### config.mk
export PLATFORM = sky130hd
export DESIGN_NAME = serial_frame_capture
export DESIGN_NICKNAME = d
export VERILOG_FILES = /design/src/rtl/serial_frame_capture.sv
export SDC_FILE = /design/constraint.sdc
export NUM_CORES = 1
export LEC_CHECK = 0
export ABC_AREA = 1
export CELL_PAD_IN_SITES_DETAIL_PLACEMENT = 2
export CELL_PAD_IN_SITES_GLOBAL_PLACEMENT = 2
export CORE_MARGIN = 3
export CORE_UTILIZATION = 32
export CTS_CLUSTER_SIZE = 30
export DETAILED_ROUTE_END_ITERATION = 8
export GPL_TIMING_DRIVEN = 0
export HOLD_SLACK_MARGIN = 0.06
export MAX_ROUTING_LAYER = met4
export PLACE_DENSITY = 0.79
export SYNTH_ARGS = -nofsm -noshare
export SYNTH_HDL_FRONTEND = slang
export SYNTH_SLANG_ARGS = --single-unit
### constraint.sdc
create_clock -name clk -period 2 [get_ports clk]
set_input_delay 0.4 -clock clk [delete_from_list [all_inputs] [get_ports clk]]
set_output_delay 0.4 -clock clk [all_outputs]
set_load 0.02 [all_outputs]
### src/rtl/serial_frame_capture.sv
// rtl/serial_frame_capture.sv - sync-word hunter and MSB-first frame capture with valid/ready output
module serial_frame_capture #(
    parameter int                DATA_W   = 8,
    parameter int                SYNC_W   = 4,
    parameter logic [SYNC_W-1:0] SYNC_PAT = 4'b1011,
    parameter int                CNT_W    = 8
) (
    input  logic              clk,
    input  logic              res,
    input  logic              din,
    input  logic              din_en,
    output logic [DATA_W-1:0] frame_data,
    output logic              frame_valid,
    input  logic              frame_ready,
    output logic              sync_lock,
    output logic [CNT_W-1:0]  frame_cnt,
    output logic              ovf
);

    localparam int FILL_W = (SYNC_W > 2) ? $clog2(SYNC_W) : 1;
    localparam int BIT_W  = (DATA_W > 2) ? $clog2(DATA_W) : 1;
    localparam logic [FILL_W-1:0] FILL_MAX = FILL_W'(SYNC_W - 1);
    localparam logic [BIT_W-1:0]  BIT_LAST = BIT_W'(DATA_W - 1);

    typedef enum logic {HUNT, CAPTURE} state_t;

    state_t              state, state_n;
    logic [SYNC_W-2:0]   sh, sh_n;
    logic [FILL_W-1:0]   fill, fill_n;
    logic [BIT_W-1:0]    bit_cnt, bit_cnt_n;
    logic [DATA_W-2:0]   cap, cap_n;
    logic [SYNC_W-1:0]   sync_word;
    logic [DATA_W-1:0]   frame_word;
    logic                complete;
    logic                accept;

    // The shifter and capture register keep one bit fewer than a full word;
    // the incoming bit completes the word that is compared or delivered.
    assign sync_word  = {sh, din};
    assign frame_word = {cap, din};
    assign accept     = frame_valid & frame_ready;
    assign sync_lock  = (state == CAPTURE);

    always_comb begin
        state_n   = state;
        sh_n      = sh;
        fill_n    = fill;
        bit_cnt_n = bit_cnt;
        cap_n     = cap;
        complete  = 1'b0;
        if (din_en) begin
            case (state)
                HUNT: begin
                    sh_n = sync_word[SYNC_W-2:0];
                    if (fill != FILL_MAX)
                        fill_n = fill + 1'b1;
                    // fill saturates one short of SYNC_W: at the cap, this bit makes a full window
                    if (fill == FILL_MAX && sync_word == SYNC_PAT) begin
                        state_n   = CAPTURE;
                        bit_cnt_n = '0;
                    end
                end
                CAPTURE: begin
                    cap_n     = frame_word[DATA_W-2:0];
                    bit_cnt_n = bit_cnt + 1'b1;
                    if (bit_cnt == BIT_LAST) begin
                        complete  = 1'b1;
                        state_n   = HUNT;
                        sh_n      = '0;
                        fill_n    = '0;
                        bit_cnt_n = '0;
                    end
                end
            endcase
        end
    end

    always_ff @(posedge clk) begin
        if (res) begin
            state       <= HUNT;
            sh          <= '0;
            fill        <= '0;
            bit_cnt     <= '0;
            cap         <= '0;
            frame_data  <= '0;
            frame_valid <= 1'b0;
            frame_cnt   <= '0;
            ovf         <= 1'b0;
        end else begin
            state   <= state_n;
            sh      <= sh_n;
            fill    <= fill_n;
            bit_cnt <= bit_cnt_n;
            cap     <= cap_n;
            if (accept)
                frame_cnt <= frame_cnt + 1'b1;
            if (complete) begin
                if (!frame_valid || accept) begin
                    frame_data  <= frame_word;
                    frame_valid <= 1'b1;
                end else begin
                    ovf <= 1'b1;
                end
            end else if (accept) begin
                frame_valid <= 1'b0;
            end
        end
    end

endmodule
### After elaboration in Yosys (flattened, before gate mapping)

Index checks and enable logic that the tools add are counted.

* register bits after elaboration: 34
* bits in latches: 0
* bits in writable memories: 0
* bits in read-only memories: 0
* bits of input ports: 5
* output and inout bits: 19
* logic and storage cells: 51
* memories: 0

* add/subtract/negate cells: 3
* multiply operators: 0
* divide/modulo/power cells: 0
* $lt $le $gt $ge: 0
* equality and inequality tests: 8
* shifts and indexed selects: 0
* mux-type cells: 17
* bitwise gates (word level): 3
* reductions and logical operators: 11

Operators with widths (count)
* case mux 3 bit (2 select lines): 2
* AND reduction 2 bit: 6
* two-way mux 3 bit: 3
* adder 8 x 1 -> 8 bit (second input constant): 1
* two-way mux 1 bit: 8
* != test 2 bit (second input constant): 3
* equality test 4 bit (second input constant): 1
* two-way mux 2 bit: 2
* != test 2 x 1 -> 1 bit (second input constant): 2
* case mux 2 bit (2 select lines): 1
* adder 3 x 1 -> 3 bit (second input constant): 1
* equality test 3 bit (second input constant): 1
* AND reduction 3 bit: 1
* adder 2 x 1 -> 2 bit (second input constant): 1
* equality test 2 bit (second input constant): 1
* inverter 1 bit: 2
* case mux 1 bit (2 select lines): 1
* nonzero test 2 bit: 1
* AND 1 bit: 1
* logical AND 1 bit: 1
* logical NOT 1 bit: 1
* logical OR 1 bit: 1

### Logic depth before layout (Yosys ltp)

* word-level depth: 6
* mapped depth: 8
* depth with buffers taken out: 8

### Worst setup path before layout

No wires, ideal clock.

* kind: register to register
* start: register bit_cnt[0]
* end: register frame_data[0]
* library setup time: 0.116 ns
* data arrival time: 1.171 ns
* required time: 1.884 ns
* path slack: 0.713 ns
* stages on the path, launching flop included: 8
* path buffers: 0
* period minus slack after synthesis: 1.287 ns
* path through: dfxtp_1 -> ha_1 -> ha_1 -> inv_1 -> nor2_4 -> nand2_4 -> o21ai_0 -> nor2_1

* cells in the longest elaborated chain, start to end: 5

RTL lines
* start: declaration: line 30 `logic [BIT_W-1:0] bit_cnt, bit_cnt_n;`
* start signal: assignment: line 93 `bit_cnt <= bit_cnt_n;`
* equality test 3 bit: line 66 `if (bit_cnt == BIT_LAST) begin`
* two-way mux 1 bit: line 66
* two-way mux 1 bit: line 52 `case (state)`
* two-way mux 1 bit: line 51 `if (din_en) begin`
* AND reduction 2 bit (no line)
* end signal: assignment: line 99 `frame_data <= frame_word;`
* end: declaration: line 12 `output logic [DATA_W-1:0] frame_data,`

No other way between the ends.
A chain may end at the register's enable or synchronous reset.

### Final worst setup path

* start: register state (netlist: sync_lock)
* end: output port sync_lock

RTL lines
* start: declaration: line 27 `state_t state, state_n;`
* start signal: assignment: line 90 `state <= state_n;`
* end: declaration: line 15 `output logic sync_lock,`

No word-level cell between the ends.

==> impl_metrics.json <==
{
  "status": "complete, no violations",
  "period_needed_ps": 1800,
  "post_cts.repair.setup_buffers": 0,
  "final_cell_mix": "nor2_1, dfxtp_1, nand2_1",
  "io_pins": 24,
  "rsz0062_at_grt": "no",
  "critPathMaxStageDelay_ps": 660,
  "finalWirelength_mm": 3.94,
  "ctsHoldBuffers": 0,
  "required_ps": 1600,
  "first_iter_violations": 17,
  "post-place-ws_ps": 259,
  "port_buffers": 21,
  "setup_tns_ps": 0,
  "grt_pass1_wl_mm": 6.49,
  "die_w_um": 73.8,
  "initial_core_util": 0.334,
  "clk_latency_ps": 290,
  "endpoint_kind": "output port",
  "drive_above_1_share": 0.114,
  "synthesis.area_um2": 1470,
  "startpoint": "sync_lock",
  "dieArea_um2": 5450,
  "cp_num_buf_inv": 1,
  "diodes": 0,
  "post-route-worst-setup-slack_ps": 198,
  "p_per_area_nw_per_um2": 694,
  "slew_viol_final": 0,
  "ys_types": 25,
  "routabilityCongestion": 0.758,
  "crit_type": "reg -> out",
  "area_growth_pct": 25.1,
  "hpwl_mm": 2.96,
  "crit_arrival_ps": 1400,
  "maxCapViolCount": 0,
  "hp-class": "in -> reg",
  "drc": 0,
  "max_freq_mhz": 555,
  "die_h_um": 73.8,
  "rows": 24,
  "relSlewSlack": 0.770,
  "viasPerCell": 4.95,
  "path_clk_slew_ps": 70,
  "hold_viol": 0,
  "startpoint_type": "flop",
  "grt_pass1_vias": 1395,
  "skew_ps": 8.09,
  "syn_nets": 201,
  "grt_overflow": 0,
  "cts_root_buffer": "clkbuf_8",
  "vias": 1347,
  "grt_usage": 0.164,
  "timing.rr.start": "bit_cnt[0]",
  "drtPass1Iterations": 4,
  "numCtsBuffers": 5,
  "yosysSeqAreaShare": 0.462,
  "drt-wirelength-per-cell_um": 14.5,
  "post-route-period-util": 0.901,
  "cts_resized": 0,
  "leakage_uw": 0.000741,
  "crit_path_top_delay_cell": "clkdlybuf4s50_1",
  "grt_max_degree": 12,
  "core-area_um2": 4410,
  "cts_tree": "done",
  "crit_fanout": 5,
  "htreeDepth": 2,
  "synth-seq-cells": 34,
  "worstMarginPinSlew_ps": 345,
  "syn_inst": 191,
  "yosys_warnings": 0,
  "fin_nets": 229,
  "final_common_cell": "nor2_1",
  "path_cells": "clkdlybuf4s50_1",
  "cts_max_path_buffers": 2,
  "ant_nets": 0,
  "avgSynthCellArea_um2": 7.71,
  "critPathTopFamily": "buffers and inverters",
  "ir_drop_v": 0.000281,
  "antenna_found_initial": 0,
  "setup_viol": 0,
  "min_from": "res",
  "cts_sinks": 34
}
Yosys cell counts:
library cell,instances,area share
nand3b_1,1,0.0051
a21oi_2,1,0.0059
clkinv_2,1,0.0034
nand2_2,1,0.0043
o21ai_1,1,0.0034
nand2_1,23,0.059
inv_4,1,0.0043
a21oi_1,14,0.048
nor2_1,42,0.11
clkbuf_1,1,0.0025
nand4_1,5,0.021
nand2_4,3,0.023
nand3_2,2,0.014
o21ai_2,1,0.0059
o21ai_0,17,0.058
clkinv_4,1,0.0059
inv_1,21,0.054
dfxtp_1,34,0.46
buf_2,1,0.0034
buf_6,2,0.015
nor2_4,1,0.0076
nor3_2,1,0.0068
ha_1,5,0.042
nand3_1,10,0.034
buf_4,1,0.0051
registers in the layout, indices dropped and copies added (netlist names):
name,flops
fill,2
frame_data,8
bit_cnt,3
ovf,1
cap,7
sh,3
sync_lock,1
frame_valid,1
frame_cnt,8
path summary, 6_finish.rpt:
path / cells past startpoint / slack [ps] / endpoint
min: 2 / 320 / fill[1]
max reg2reg: 7 / 530 / frame_data[1]
min reg2reg: 2 / 480 / ovf
max: 1 / 200 / sync_lock
per-layer routing:
metal / track usage / vias up / wire length [um] / part of all wire
met5: - / - / 0 / 0
met4: 0.0785 / 0 / 83 / 0.021
met3: 0.0410 / 6 / 117 / 0.030
met2: 0.290 / 21 / 2040 / 0.52
met1: 0.169 / 655 / 1700 / 0.43
li1: - / 665 / - / -
cell families after synthesis:
group	after synthesis	share of synthesized area
flops	34	0.462
compound gates	34	0.121
buf+inv	29	0.0935
simple gates	89	0.281
fa+ha+maj	5	0.0425
through the flow:
step	instance area (um^2)	cells	utilization	total power, uW	hold slack [ps]
finish	1840	272	0.418	1280	323
global route	1840	272	0.418	1340	323
CTS	1840	272	0.418	1310	311
detailed placement	1750	264	0.396	761	471
global placement	1750	264	0.396	756	445
floorplan	1470	191	-	741	431
cell type report:
class / count / area [um^2]
multi-input combinational: 128 / 654
buffer: 5 / 38.8
clock buffer: 6 / 82.6
sequential: 34 / 681
inverter: 24 / 98.8
timing repair buffer: 21 / 210
clock inverter: 2 / 12.5
fill: 507 / 2570
tap: 52 / 65.1
report_power, final:
group	total (uW)	leakage, uW	internal, uW	switching [uW]
Sequential	686	0.000274	682	4.23
Clock	536	0.0000472	277	259
Combinational	57.7	0.000419	22.9	34.8
Power figures use the tool's default switching activity.
